[src/rtl/csa_serial_add_ctrl.sv]
// Serial WIDTH-bit adder: one shared 4-bit carry-select slice, one nibble per clock, LSB first.
// Optional signed-overflow output is enabled by defining CSA_OVF_EN.

module carry_select_adder_2 (
    input  logic [3:0] a_i,
    input  logic [3:0] b_i,
    input  logic       cin_i,
    output logic [3:0] sum_o,
    output logic       cout_o
);
    logic [2:0] lo;
    logic [2:0] hi0;
    logic [2:0] hi1;

    // Upper pair is precomputed for both carries and picked by the lower pair's carry.
    assign lo  = {1'b0, a_i[1:0]} + {1'b0, b_i[1:0]} + {2'b00, cin_i};
    assign hi0 = {1'b0, a_i[3:2]} + {1'b0, b_i[3:2]};
    assign hi1 = {1'b0, a_i[3:2]} + {1'b0, b_i[3:2]} + 3'd1;

    assign sum_o  = {(lo[2] ? hi1[1:0] : hi0[1:0]), lo[1:0]};
    assign cout_o = lo[2] ? hi1[2] : hi0[2];
endmodule

module csa_serial_add_ctrl #(
    parameter int WIDTH = 16
) (
    input  logic             clk,
    input  logic             rst_n,
    input  logic             in_valid,
    output logic             in_ready,
    input  logic [WIDTH-1:0] a,
    input  logic [WIDTH-1:0] b,
    input  logic             cin,
    output logic             out_valid,
    input  logic             out_ready,
    output logic [WIDTH-1:0] sum,
    output logic             cout,
    output logic             busy
`ifdef CSA_OVF_EN
   ,output logic             ovf
`endif
);
    localparam int NSLICE = WIDTH / 4;
    localparam int IDX_W  = (NSLICE > 1) ? $clog2(NSLICE) : 1;
    localparam logic [IDX_W-1:0] LAST_IDX = IDX_W'(NSLICE - 1);

    generate
        if ((WIDTH % 4) != 0 || WIDTH < 8) begin : g_bad_width
            $error("csa_serial_add_ctrl: WIDTH must be a multiple of 4 and >= 8");
        end
    endgenerate

    typedef enum logic [1:0] {
        S_IDLE,
        S_RUN,
        S_DONE
    } state_t;

    state_t                 state_q;
    logic [IDX_W-1:0]       idx_q;
    logic                   carry_q;
    logic [NSLICE-1:0][3:0] a_q;
    logic [NSLICE-1:0][3:0] b_q;
    logic [NSLICE-1:0][3:0] sum_q;
    logic                   cout_q;
    logic                   out_valid_q;
`ifdef CSA_OVF_EN
    logic                   ovf_q;
`endif

    logic [3:0] slice_sum;
    logic       slice_cout;

    carry_select_adder_2 u_slice (
        .a_i    (a_q[idx_q]),
        .b_i    (b_q[idx_q]),
        .cin_i  (carry_q),
        .sum_o  (slice_sum),
        .cout_o (slice_cout)
    );

    // NOTE: every register here, including the operand and sum arrays, is reset so an
    // aborted operation leaves no stale data visible; state is updated with <= only.
    always_ff @(posedge clk or negedge rst_n) begin
        if (!rst_n) begin
            state_q     <= S_IDLE;
            idx_q       <= '0;
            carry_q     <= 1'b0;
            a_q         <= '0;
            b_q         <= '0;
            sum_q       <= '0;
            cout_q      <= 1'b0;
            out_valid_q <= 1'b0;
`ifdef CSA_OVF_EN
            ovf_q       <= 1'b0;
`endif
        end else begin
            case (state_q)
                S_IDLE: begin
                    if (in_valid) begin
                        a_q     <= a;
                        b_q     <= b;
                        carry_q <= cin;
                        idx_q   <= '0;
                        state_q <= S_RUN;
                    end
                end
                S_RUN: begin
                    sum_q[idx_q] <= slice_sum;
                    carry_q      <= slice_cout;
                    idx_q        <= idx_q + 1'b1;
                    if (idx_q == LAST_IDX) begin
                        idx_q       <= '0;
                        cout_q      <= slice_cout;
                        out_valid_q <= 1'b1;
                        state_q     <= S_DONE;
`ifdef CSA_OVF_EN
                        // Carry into the MSB xor carry out of it.
                        ovf_q <= a_q[NSLICE-1][3] ^ b_q[NSLICE-1][3] ^ slice_sum[3] ^ slice_cout;
`endif
                    end
                end
                S_DONE: begin
                    if (out_ready) begin
                        out_valid_q <= 1'b0;
                        state_q     <= S_IDLE;
                    end
                end
                default: state_q <= S_IDLE;
            endcase
        end
    end

    assign in_ready  = (state_q == S_IDLE);
    assign busy      = (state_q != S_IDLE);
    assign out_valid = out_valid_q;
    assign sum       = sum_q;
    assign cout      = cout_q;
`ifdef CSA_OVF_EN
    assign ovf       = ovf_q;
`endif
endmodule

[config.mk]
export PLATFORM = sky130hd
export DESIGN_NAME = csa_serial_add_ctrl
export DESIGN_NICKNAME = d
export VERILOG_FILES = /design/src/rtl/csa_serial_add_ctrl.sv
export SDC_FILE = /design/constraint.sdc
export NUM_CORES = 1
export LEC_CHECK = 0
export CAP_MARGIN = 10
export CORE_MARGIN = 4
export CORE_UTILIZATION = 35
export CTS_CLUSTER_SIZE = 40
export DETAILED_ROUTE_END_ITERATION = 6
export PLACE_DENSITY = 0.69
export SETUP_SLACK_MARGIN = 0.1
export SLEW_MARGIN = 20
export SYNTH_ARGS = -nofsm -noshare
export SYNTH_HDL_FRONTEND = slang
export SYNTH_HIERARCHICAL = 1
export SYNTH_SLANG_ARGS = --single-unit
[constraint.sdc]
create_clock -name clk -period 7.13 [get_ports clk]
set_input_delay 1.426 -clock clk [delete_from_list [all_inputs] [get_ports clk]]
set_output_delay 1.426 -clock clk [all_outputs]
set_load 0.03 [all_outputs]
==> metrics.txt, run 1 <==
status=complete, no violations; Clock Power Share=0.100; Synth Area in Simple Gates=0.0382; Post-Synth Adder-Cell Area=0.0550; wire per inst=14.6 µm; most frequent cells in the layout=dfrtp_1 (55), clkdlybuf4s50_1 (55), mux2_4 (30); RSZ-0062 raised after global routing=false; drt total wl=4.84 mm; vias in the first global route=1561; initial core utilization=0.365; Post-CTS Setup Bufs=0; Setup TNS Final=0 ns; largest family of logic cells by synthesized area=multiplexers; Gate Count Post-Synth=176; GPL Wtd Cong=0.707; IO Pins=57; Worst-Margin Slew=0.691 ns; area delta synth->final=25.9%; first-pass GRT wire length=7.91 mm; WHS Path Cells=1; GRT Residual Overflow=0; clock root buffer=clkbuf_8; complex-gate fraction of the synthesized area=0.0168; PwrDens=533 nW/µm²; CTS buffer count=5; Net Count, Synth=223; crit-path max FO=7; Internal=1.10 mW; Slew Viols, Final=0; Final min period=3.09 ns; max_cap viols=0; Switching Share=0.390; cells on worst reg2reg path=9; First-pass DRT Iterations=4; via count=1512; Hold Path Origin=sum[10]$_DFFE_PN0P_; DR vias/cell=4.55; Avg Cell Area, Syn=15.3 µm²; class of the worst hold path=register to register; die area=9140 µm²; Port Buf Inserts=56; WP data required=5.70 ns; Critical Path Sink Type=output port; Synth cell types=24; reg-to-reg endpoint=sum[3]$_DFFE_PN0P_; hpwl dp=3.55 mm; Max IR drop VDD=0.287 mV; post-route ant nets=0; CTS tree=yes; clk_lat worst skew=0.31 ns; Antenna Cells=0; Seq pwr share=0.332; hold endpoint=sum[10]$_DFFE_PN0P_; fin util=0.459; core area=7370 µm²; initial drt markers=79; CTS max path bufs=2; clock-pin slew on the worst setup and hold paths=0.10 ns; Slew HR=0.539; Comb pwr share=0.568; Seq cells post-synth=55; P_sw=0.703 mW; chip height=95.6 µm; Clock Skews=0.00729 ns; multiplexer area fraction after synthesis=0.318; H-tree levels=2; fraction of layout cells with a size suffix above 1=0.309; hold_buf cts=0; Worst EP arrival=1.67 ns; nets=279; Ys Warns=6; final hold vios=0; largest net degree at the start of global routing=56; flop-to-flop setup slack=4.07 ns; Startpoint Class=register; Post-Synth XOR/XNOR Area=0.00652; Critical R2R Launch=idx_q[0]$_DFFE_PN0P_; DRC Markers=0; Peak Freq=0.323 GHz; sequential fraction of the synthesis area=0.512; Sink Count=55; width of the die=95.6 µm; Critical Setup Path Class=register to output port; initial antenna violation count=0; mapped cell area=2690 µm²; Final setup viols=0; Pleak=1.48 nW; post_cts resized=0; Total Routing Usage GR=0.117; Tcrit/Tclk final=0.434; # rows=31
worst max path at each step:
stage                                start             endpoint  slack (ns)  cells after the start
global route          idx_q[0]$_DFFE_PN0P_  sum[15]$_DFFE_PN0P_        3.85                      9
global placement      idx_q[0]$_DFFE_PN0P_  sum[15]$_DFFE_PN0P_        4.02                      9
finish              state_q[0]$_DFFE_PN0P_             in_ready        4.04                      2
floorplan             idx_q[0]$_DFFE_PN0P_  sum[11]$_DFFE_PN0P_        4.44                     10
CTS                   idx_q[0]$_DFFE_PN0P_   sum[3]$_DFFE_PN0P_        4.00                      9
detailed placement    idx_q[0]$_DFFE_PN0P_   sum[3]$_DFFE_PN0P_        4.02                      9
per-stage QoR:
step | hold slack (ns) | total power [mW] | area (µm²) | cells | worst slack (ns)
3_5_place_dp | 0.492 | 1.65 | 3280 | 324 | 4.02
6_report | 0.515 | 1.80 | 3380 | 332 | 4.04
2_1_floorplan | 0.475 | 1.36 | 2690 | 176 | 4.44
5_1_grt | 0.533 | 1.95 | 3380 | 332 | 3.85
3_3_place_gp | 0.488 | 1.62 | 3280 | 324 | 4.02
4_1_cts | 0.518 | 1.83 | 3380 | 332 | 4.00
power groups by stage:
stage	logic, mW	clock network, mW	registers [mW]
3_5_place_dp	1.04	0	0.605
2_1_floorplan	0.706	0	0.652
5_1_grt	1.13	0.200	0.624
6_report	1.02	0.180	0.598
4_1_cts	1.04	0.186	0.600
3_3_place_gp	1.02	0	0.599
cells by family (layout without fill, tap and decap cells):
group           Yosys count  in the layout
fa+ha+maj                10             10
xor+xnor                  2              2
simple gates             21             21
compound gates            8              8
buf+inv                  22             79
flops                    55             55
mux                      58             58
cells in the mapped netlist:
| master | number | area (µm²) |
|---|---|---|
| dfrtp_1 | 55 | 1380 |
| mux2_4 | 30 | 450 |
| mux2_2 | 19 | 214 |
| inv_1 | 14 | 52.6 |
| nand2_1 | 11 | 41.3 |
| mux4_2 | 8 | 180 |
| ha_1 | 7 | 87.6 |
| nor2_1 | 4 | 15.0 |
| a21oi_1 | 3 | 15.0 |
| buf_12 | 3 | 60.1 |
| buf_2 | 3 | 15.0 |
| fa_1 | 3 | 60.1 |
| o21ai_0 | 3 | 15.0 |
| nand2_2 | 2 | 12.5 |
| xor2_1 | 2 | 17.5 |
| a22oi_1 | 1 | 7.51 |
| and2_4 | 1 | 8.76 |
| and4bb_2 | 1 | 12.5 |
| buf_6 | 1 | 11.3 |
| clkbuf_1 | 1 | 3.75 |
| mux2i_1 | 1 | 10.0 |
| nor2_2 | 1 | 6.26 |
| nor2b_1 | 1 | 6.26 |
| o31ai_1 | 1 | 7.51 |
registers in the layout (all words and copies together) (netlist names):
signal,count
sum,16
b_q,16
state_q,2
carry_q,1
a_q,16
idx_q,2
cout,1
out_valid,1
final cells by class:
| cell class | count | area [µm²] |
|---|---|---|
| sequential | 55 | 1380 |
| timing repair buffer | 57 | 563 |
| clock buffer | 6 | 82.6 |
| inverter | 14 | 52.6 |
| tap | 99 | 124 |
| multi-input combinational | 99 | 1170 |
| clock inverter | 2 | 16.3 |
| fill | 668 | 3990 |
routing by layer:
layer / track usage / wire length, µm
met1: 0.164 / 2340
met2: 0.173 / 2130
met3: 0.0292 / 294
met4: 0.0462 / 74
met5: 0 / 0
worst max-delay path: stages, from the launching register on:
cell and delay (ns):
dfrtp_1 0.47, nor2_2 0.20, clkdlybuf4s50_1 0.70
(Power assumes the default switching activity.)
==> run 2, diff against run 1 <==
- clock period: 7.13 -> 2.9 ns (I/O delays scaled with it)
==> run 2 against run 1 <==
Sequential power increased by 140%; setup slack lost 3.7 ns; power rose to 2.5 times the previous value; largest power group unchanged; final cell count increased by 0.90%; routed wire length rose by 6.1%; clock power increased to 2.8 times the previous value; critical path depth is 7 higher; via count grew 3.6%; core utilization grew 0.48 points; die area is the same; clock-buffer cell count unchanged.
==> metrics.txt, run 2 (synthesized netlist as in run 1, its figures left out) <==
status=complete, no violations; PwrDens=1330 nW/µm²; Setup TNS Final=0 ns; WP data required=3.10 ns; initial antenna violation count=0; Startpoint Class=register; Post-CTS Setup Bufs=0; drt total wl=5.13 mm; Final min period=2.58 ns; H-tree levels=2; CTS buffer count=5; fin util=0.464; width of the die=95.6 µm; critical path, cell by cell=mux4_2, ha_1, inv_1, fa_1, inv_1, ha_1, nand2_1, o21ai_1, mux2_2; Worst EP arrival=2.78 ns; core area=7370 µm²; clock-pin slew on the worst setup and hold paths=0.10 ns; Internal=2.79 mW; GRT Residual Overflow=0; CTS tree=yes; Switching Share=0.386; reg-to-reg endpoint=sum[11]$_DFFE_PN0P_; WP buf/inv=2; DRC Markers=0; Critical Path Sink Type=register; CTS max path bufs=2; Total Routing Usage GR=0.121; final hold vios=0; crit-path max FO=6; RSZ-0062 raised after global routing=false; Slew Viols, Final=0; cells on worst reg2reg path=9; placed cells=328; initial drt markers=40; nets=283; GPL Wtd Cong=0.745; via count=1566; Peak Freq=0.388 GHz; # rows=31; Tot Pwr=4.54 mW; wire per inst=15.3 µm; clock root buffer=clkbuf_8; Fillers=666; chip height=95.6 µm; Sink Count=55; most common cell after layout, fill and taps aside=clkdlybuf4s50_1; multi-input logic area=1170 µm²; Clock Skews=0.00855 ns; Port Buf Inserts=56; Clock Power Share=0.109; Tcrit/Tclk final=0.888; most frequent cells in the layout=clkdlybuf4s50_1 (55), dfrtp_1 (54), mux2_4 (30); Slowest Stage Delay on Critical Path=0.53 ns; P_sw=1.75 mW; area post-placement=3310 µm²; Worst-Margin Slew=0.584 ns; IO Pins=57; Critical R2R Launch=idx_q[0]$_DFFE_PN0P_; largest net degree at the start of global routing=33; worst slack at placement=0.0283 ns; non-filler cells, final=335; Final setup viols=0; FF+latch area=1380 µm²; max_cap viols=0; First-pass DRT Iterations=2; post-route setup slack=0.324 ns; Slew HR=0.611; DR vias/cell=4.67; Antenna Cells=0; first-pass GRT wire length=8.41 mm; Max IR drop VDD=0.544 mV; Pleak=1.50 nW; hpwl dp=3.87 mm; Seq pwr share=0.317; clk_lat worst skew=0.31 ns; hold slack=0.0812 ns; Slowest cell on crit path=mux4_2; area delta synth->final=27.2%; die area=9140 µm²; fraction of layout cells with a size suffix above 1=0.318; Comb pwr share=0.574; Worst path top cell family by delay=adder cells; vias in the first global route=1699; class of the worst hold path=input pin to async pin; post-route ant nets=0; fin area=3420 µm²; flop-to-flop setup slack=0.32 ns; initial core utilization=0.365; Critical Setup Path Class=register to register
==> run 2: cell count changes in the layout (fill, tap and decap cells not counted), sizes merged <==
cell | before | now
bufinv | 0 | 1
clkinvlp | 1 | 0
buf | 2 | 6
clkinv | 1 | 0
==> run 2: worst max-delay path by stage <==
stage,end,cells after the start,from,slack (ns)
after floorplan,sum[11]$_DFFE_PN0P_,10,idx_q[0]$_DFFE_PN0P_,0.21
after global placement,sum[7]$_DFFE_PN0P_,8,idx_q[0]$_DFFE_PN0P_,0.09
after detailed placement,sum[11]$_DFFE_PN0P_,8,idx_q[0]$_DFFE_PN0P_,0.03
after CTS,sum[11]$_DFFE_PN0P_,8,idx_q[0]$_DFFE_PN0P_,0.16
after global routing,sum[3]$_DFFE_PN0P_,9,idx_q[0]$_DFFE_PN0P_,0.17
final,sum[11]$_DFFE_PN0P_,9,idx_q[0]$_DFFE_PN0P_,0.32
==> run 2: layout make-up <==
class / instances / share of cell area
Sequential cell: 55 / 0.403
Multi-Input combinational cell: 99 / 0.342
Timing Repair Buffer: 61 / 0.174
Tap cell: 99 / 0.0363
Clock buffer: 6 / 0.0212
Inverter: 14 / 0.0154
Clock inverter: 1 / 0.00879
==> run 2: power by group through the flow <==
stage                     clock network, mW  logic (mW)  registers (mW)
after floorplan                           0        1.74            1.60
after global placement                    0        2.58            1.45
after detailed placement                  0        2.63            1.46
after CTS                             0.506        2.67            1.45
after global routing                  0.538        2.87            1.50
final                                 0.495        2.61            1.44
==> run 2: what timing repair did <==
action	in CTS	in global routing
pin swaps	0	0
hold buffers	0	0
resized for setup	1	1
endpoints found under the setup margin	4	9
==> run 2: routing by layer <==
layer  global-route usage  vias to the layer above  share of wire
li1                     -                      727              -
met1                0.167                      791           0.49
met2                0.186                       42           0.45
met3               0.0331                        6          0.058
met4               0.0355                        0          0.011
met5                    0                        -              0
